[config.mk]
export PLATFORM = sky130hd
export DESIGN_NAME = pc_sequencer_flat
export DESIGN_NICKNAME = d
export VERILOG_FILES = /design/src/rtl/pc_sequencer_if.sv /design/src/rtl/pc_sequencer.sv /design/src/flat_wrapper.sv
export SDC_FILE = /design/constraint.sdc
export NUM_CORES = 1
export LEC_CHECK = 0
export ABC_AREA = 1
export CAP_MARGIN = 20
export CORE_AREA = 2 2 76 78
export DETAILED_ROUTE_END_ITERATION = 12
export DIE_AREA = 0 0 78 80
export PLACE_DENSITY = 0.77
export SLEW_MARGIN = 20
export SYNTH_ARGS = -nofsm -noshare
export SYNTH_HDL_FRONTEND = slang
export SYNTH_SLANG_ARGS = --single-unit
[constraint.sdc]
create_clock -name clk -period 2.45 [get_ports clk]
set_input_delay 0.49 -clock clk [delete_from_list [all_inputs] [get_ports clk]]
set_output_delay 0.49 -clock clk [all_outputs]
set_load 0.01 [all_outputs]
[src/rtl/pc_sequencer_if.sv]
// Handshake/bus bundle between the program test bench and pc_sequencer.
// The master drives the control and branch inputs; the slave (sequencer) drives the status outputs.
interface pc_sequencer_if #(
  parameter int unsigned PC_W  = 10,
  parameter int unsigned OFF_W = 6,
  parameter int unsigned CYC_W = 16
);
  logic             start;
  logic             halt;
  logic             stall;
  logic             br_taken;
  logic             br_abs;
  logic             br_rel;
  logic [PC_W-1:0]  br_target;
  logic [OFF_W-1:0] br_off;
  logic [PC_W-1:0]  prog_ct;
  logic             running;
  logic             done;
  logic [CYC_W-1:0] cyc_cnt;
  logic             wrap_err;

  modport master (
    output start, halt, stall, br_taken, br_abs, br_rel, br_target, br_off,
    input  prog_ct, running, done, cyc_cnt, wrap_err
  );

  modport slave (
    input  start, halt, stall, br_taken, br_abs, br_rel, br_target, br_off,
    output prog_ct, running, done, cyc_cnt, wrap_err
  );
endinterface

[src/rtl/pc_sequencer.sv]
// Program-counter sequencer: start arming, halt/stall, absolute and relative
// branches, sticky wrap detection and a saturating run-cycle counter.
module pc_sequencer #(
  parameter int unsigned PC_W       = 10,
  parameter int unsigned OFF_W      = 6,
  parameter int unsigned START_ADDR = 0,
  parameter int unsigned CYC_W      = 16
) (
  input logic           clk,
  input logic           reset,
  pc_sequencer_if.slave bus
);

  typedef enum logic [1:0] {IDLE, RUN, DONE} state_t;

  localparam logic [PC_W-1:0] START_PC = START_ADDR[PC_W-1:0];
  localparam int unsigned     EXT_W    = PC_W + 1 - OFF_W;

  state_t           state;
  logic             armed;
  logic [PC_W-1:0]  prog_ct;
  logic             running;
  logic             done;
  logic [CYC_W-1:0] cyc_cnt;
  logic             wrap_err;

  logic [PC_W:0]    pc_inc;
  logic [PC_W:0]    off_ext;
  logic [PC_W:0]    pc_rel;

  // One extra MSB on both adds: it is set on carry out of all-ones or on a
  // borrow below zero, which is exactly the wrap condition.
  always_comb begin
    pc_inc  = {1'b0, prog_ct} + {{PC_W{1'b0}}, 1'b1};
    off_ext = {{EXT_W{bus.br_off[OFF_W-1]}}, bus.br_off};
    pc_rel  = {1'b0, prog_ct} + off_ext;
  end

  always_ff @(posedge clk or posedge reset) begin
    if (reset) begin
      state    <= IDLE;
      armed    <= 1'b0;
      prog_ct  <= START_PC;
      running  <= 1'b0;
      done     <= 1'b0;
      cyc_cnt  <= '0;
      wrap_err <= 1'b0;
    end else begin
      case (state)
        IDLE: begin
          if (bus.start) begin
            prog_ct  <= START_PC;
            cyc_cnt  <= '0;
            wrap_err <= 1'b0;
            armed    <= 1'b1;
          end else if (armed) begin
            state   <= RUN;
            running <= 1'b1;
            armed   <= 1'b0;
          end
        end

        RUN: begin
          if (cyc_cnt != '1) begin
            cyc_cnt <= cyc_cnt + 1'b1;
          end
          if (bus.start) begin
            state   <= IDLE;
            running <= 1'b0;
            prog_ct <= START_PC;
            armed   <= 1'b1;
          end else if (bus.halt) begin
            state   <= DONE;
            running <= 1'b0;
            done    <= 1'b1;
          end else if (bus.stall) begin
            prog_ct <= prog_ct;
          end else if (bus.br_taken && bus.br_abs) begin
            prog_ct <= bus.br_target;
          end else if (bus.br_taken && bus.br_rel) begin
            prog_ct <= pc_rel[PC_W-1:0];
            if (pc_rel[PC_W]) begin
              wrap_err <= 1'b1;
            end
          end else begin
            prog_ct <= pc_inc[PC_W-1:0];
            if (pc_inc[PC_W]) begin
              wrap_err <= 1'b1;
            end
          end
        end

        DONE: begin
          if (bus.start) begin
            state    <= IDLE;
            done     <= 1'b0;
            prog_ct  <= START_PC;
            cyc_cnt  <= '0;
            wrap_err <= 1'b0;
            armed    <= 1'b1;
          end
        end

        default: begin
          state   <= IDLE;
          running <= 1'b0;
          done    <= 1'b0;
        end
      endcase
    end
  end

  assign bus.prog_ct  = prog_ct;
  assign bus.running  = running;
  assign bus.done     = done;
  assign bus.cyc_cnt  = cyc_cnt;
  assign bus.wrap_err = wrap_err;

endmodule

[src/flat_wrapper.sv]
// flat-port wrapper written by rule: the top's interface ports become plain ports
module pc_sequencer_flat 
#(
  parameter int unsigned PC_W       = 10,
  parameter int unsigned OFF_W      = 6,
  parameter int unsigned START_ADDR = 0,
  parameter int unsigned CYC_W      = 16
)
  (clk, reset, bus_start, bus_halt, bus_stall, bus_br_taken, bus_br_abs, bus_br_rel, bus_br_target, bus_br_off, bus_prog_ct, bus_running, bus_done, bus_cyc_cnt, bus_wrap_err);
  pc_sequencer_if #(.PC_W(PC_W), .OFF_W(OFF_W), .CYC_W(CYC_W)) bus_i ();
  input logic clk;
  input logic reset;
  input wire logic [$bits(bus_i.start)-1:0] bus_start;
  input wire logic [$bits(bus_i.halt)-1:0] bus_halt;
  input wire logic [$bits(bus_i.stall)-1:0] bus_stall;
  input wire logic [$bits(bus_i.br_taken)-1:0] bus_br_taken;
  input wire logic [$bits(bus_i.br_abs)-1:0] bus_br_abs;
  input wire logic [$bits(bus_i.br_rel)-1:0] bus_br_rel;
  input wire logic [$bits(bus_i.br_target)-1:0] bus_br_target;
  input wire logic [$bits(bus_i.br_off)-1:0] bus_br_off;
  output wire logic [$bits(bus_i.prog_ct)-1:0] bus_prog_ct;
  output wire logic [$bits(bus_i.running)-1:0] bus_running;
  output wire logic [$bits(bus_i.done)-1:0] bus_done;
  output wire logic [$bits(bus_i.cyc_cnt)-1:0] bus_cyc_cnt;
  output wire logic [$bits(bus_i.wrap_err)-1:0] bus_wrap_err;
  assign bus_i.start = bus_start;
  assign bus_i.halt = bus_halt;
  assign bus_i.stall = bus_stall;
  assign bus_i.br_taken = bus_br_taken;
  assign bus_i.br_abs = bus_br_abs;
  assign bus_i.br_rel = bus_br_rel;
  assign bus_i.br_target = bus_br_target;
  assign bus_i.br_off = bus_br_off;
  assign bus_prog_ct = bus_i.prog_ct;
  assign bus_running = bus_i.running;
  assign bus_done = bus_i.done;
  assign bus_cyc_cnt = bus_i.cyc_cnt;
  assign bus_wrap_err = bus_i.wrap_err;
  pc_sequencer #(.PC_W(PC_W), .OFF_W(OFF_W), .START_ADDR(START_ADDR), .CYC_W(CYC_W)) u_core (.clk(clk), .reset(reset), .bus(bus_i));
endmodule
==> impl_metrics.env <==
export IMPL_fin_crit_sh=0.905
export IMPL_timing_hold_ws_ps=489
export IMPL_path_clk_slew_ps=60
export IMPL_seq_power_share=0.325
export IMPL_worstSkewPairLatency_ps=280
export IMPL_hold_end="u_core.bus.done"
export IMPL_layout_cells_most_common="nand2_1"
export IMPL_start_util=0.511
export IMPL_fmax_ghz=0.451
export IMPL_grt_pass1_vias=2899
export IMPL_first_pass_iters=4
export IMPL_post_cts_setup_buffers=0
export IMPL_drt_drc_violations_left=0
export IMPL_synth_edf_count=0
export IMPL_core_area_mm2=0.00541
export IMPL_power_mw=2.21
export IMPL_slowest_delay_ps=570
export IMPL_wire_per_inst_um=13.3
export IMPL_hp_start="u_core.bus.done"
export IMPL_postSynthNetCount=470
export IMPL_synth_distinct_cells=34
export IMPL_fin_crit_ps=2220
export IMPL_tightestPinTransition_ps=451
export IMPL_syn_avg_cell_area_um2=6.43
export IMPL_hold_viol=0
export IMPL_dp_cells=553
export IMPL_netlist_area_mm2=0.00276
export IMPL_ir_drop_mv=0.746
export IMPL_cts_hold_buf=0
export IMPL_clkPwrFrac=0.177
export IMPL_wirelength_mm=7.47
export IMPL_syn_to_final_growth_pct=24.9
export IMPL_die_x_um=78
export IMPL_num_vias=3016
export IMPL_drt_iter0_drc=183
export IMPL_final_layout_size_suffix_gt1_frac=0.0471
export IMPL_root_buffer="clkbuf_8"
export IMPL_async_flop_share=1.00
export IMPL_hold_depth=2
export IMPL_fin_util=0.638
export IMPL_hpwlAfterDp_mm=5.70
export IMPL_cts_made_buffers=5
export IMPL_syn_inst=429
export IMPL_grt_total_usage=0.255
export IMPL_r2r_end="u_core.bus.prog_ct[4]"
export IMPL_relSlewSlack=0.697
export IMPL_critPathMaxFanout=7
export IMPL_grt_max_degree=33
export IMPL_slowest_stage="clkdlybuf4s50_1"
export IMPL_status="finished, final reports clean"
export IMPL_reg2reg_depth=9
export IMPL_endpoint_kind="flop"
export IMPL_place_congestion=0.939
export IMPL_start_kind="input pin"
export IMPL_p_sw_frac=0.442
export IMPL_dieArea_mm2=0.00624
export IMPL_reg2reg_slack_ps=350
export IMPL_cts_tree="yes"
export IMPL_path_class="in2reg"
export IMPL_grt_overflow_total=0
export IMPL_finalNetCount=529
export IMPL_grt_first_pass_wirelength_mm=12.9
export IMPL_drv_cap=0
export IMPL_layout_common_cells="nand2_1, inv_1, clkdlybuf4s50_1, nor2_1"
export IMPL_die_h_um=80
export IMPL_ant_nets=0
export IMPL_ys_ff_latch=32
export IMPL_synth_ff_type="dfrtp_1"
export IMPL_intPower_mw=1.24
export IMPL_maxSlewViolCount=0
export IMPL_worst_ep_required_time_ps=2620
export IMPL_num_io_pins=53
export IMPL_p_sw_mw=0.977
export IMPL_rsz0062_at_grt="no"
export IMPL_worstPathArrival_ps=2390
export IMPL_ys_warn_count=0
export IMPL_p_leak_nw=1.63
export IMPL_clock_path_buffers=2
export IMPL_clock_sinks=32
export IMPL_cts_resized_gates=0
export IMPL_crit_path_cell_trace="clkdlybuf4s50_1 > ha_1 > nand2_1 > nor2_1 > nand3_1 > nand3_1 > nand2_1 > nand3_1 > nand3_1 > nand2_1 > nand2_1"
export IMPL_rows=27
export IMPL_vias_per_cell=5.39
export IMPL_hold_path_class="reg2reg"
export IMPL_yosysSeqAreaShare=0.290
export IMPL_n_fill_cell=529
export IMPL_comb_power_share=0.498
export IMPL_htreeDepth=2
export IMPL_fin_cells=560
export IMPL_setup_viol=0
export IMPL_r2r_start="u_core.state[0]"
export IMPL_tns_ps=0
export IMPL_powerDensity_mw_per_mm2=642
export IMPL_io_buffer_count=52
export IMPL_diodes=0
export IMPL_fin_skew_ps=3.34
export IMPL_antenna_found_initial=0
==> metrics by stage <==
stage / setup WS, ps / instance area [um^2]
2_1_floorplan: 517 / 2760
3_3_place_gp: 61.6 / 3370
3_5_place_dp: -2.47 / 3370
4_1_cts: 303 / 3450
5_1_grt: 66.7 / 3450
6_report: 233 / 3450
==> routing by layer <==
metal / vias up / share of wire / GRT usage / wire, um
met4: 0 / 0.017 / 0.0807 / 128
li1: 1543 / - / - / -
met3: 13 / 0.049 / 0.0317 / 368
met1: 1371 / 0.44 / 0.311 / 3250
met2: 89 / 0.50 / 0.466 / 3720
met5: - / 0 / 0 / 0
==> power by group through the flow <==
stage                     Sequential [mW]  Combinational (mW)  Clock (mW)
after floorplan                     0.734               0.776           0
after CTS                           0.720                1.11       0.403
after global routing                0.737                1.24       0.423
after detailed placement            0.729                1.10           0
final                               0.720                1.10       0.391
after global placement              0.726                1.08           0
==> cell families (layout without fill, tap and decap cells) <==
kind of cell,Yosys count,in the layout,synth area share
AND/OR/NAND/NOR,251,251,0.403
buffers and inverters,64,123,0.0952
flip-flops,32,32,0.290
adder cells (fa/ha/maj),17,17,0.0798
XOR/XNOR,2,2,0.00635
AO/OA/AOI/OAI,63,63,0.126
==> how the worst max path moves through the flow <==
| stage | from | to | slack, ps | cells past startpoint |
|---|---|---|---|---|
| final | bus_br_off[5] | u_core.bus.wrap_err | 230 | 11 |
| after global routing | bus_br_off[5] | u_core.bus.prog_ct[8] | 70 | 12 |
| after CTS | bus_br_off[5] | u_core.bus.wrap_err | 300 | 11 |
| after detailed placement | bus_br_off[5] | u_core.bus.wrap_err | -2 | 11 |
| after global placement | bus_br_off[0] | u_core.bus.prog_ct[8] | 60 | 16 |
| after floorplan | u_core.bus.prog_ct[0] | u_core.bus.prog_ct[8] | 520 | 15 |
==> registers in the layout, indices dropped and copies added, names as in the netlist <==
register and cells:
u_core.bus.done 1, u_core.bus.prog_ct 10, u_core.armed 1, u_core.bus.wrap_err 1
u_core.state 2, u_core.bus.cyc_cnt 16, u_core.bus.running 1
==> synth_stat cells, types with 3 or more instances <==
master / number / area [um^2]
nand4_1: 21 / 131
nor2_1: 35 / 131
inv_1: 56 / 210
nor3_1: 12 / 60.1
o21ai_0: 33 / 165
nand3_1: 33 / 165
buf_6: 3 / 33.8
dfrtp_1: 32 / 801
o211ai_1: 3 / 22.5
nand3b_1: 4 / 30.0
a21oi_1: 17 / 85.1
nand2_1: 138 / 518
ha_1: 16 / 200
==> layout make-up <==
type / instances / area [um^2] / share of cell area
clock inverter: 1 / 5.00 / 0.00145
multi-input combinational: 333 / 1700 / 0.492
sequential: 32 / 801 / 0.232
clock buffer: 6 / 72.6 / 0.0210
timing repair buffer: 58 / 566 / 0.164
inverter: 58 / 218 / 0.0631
tap: 72 / 90.1 / 0.0261
==> critical path: cells and delay by family <==
kind	cells	cell delay, ps
adders and majority gates	1	430
buffers and inverters	1	570
and+or+nand+nor	9	890
No activity file was read; power rests on OpenSTA's default activity.
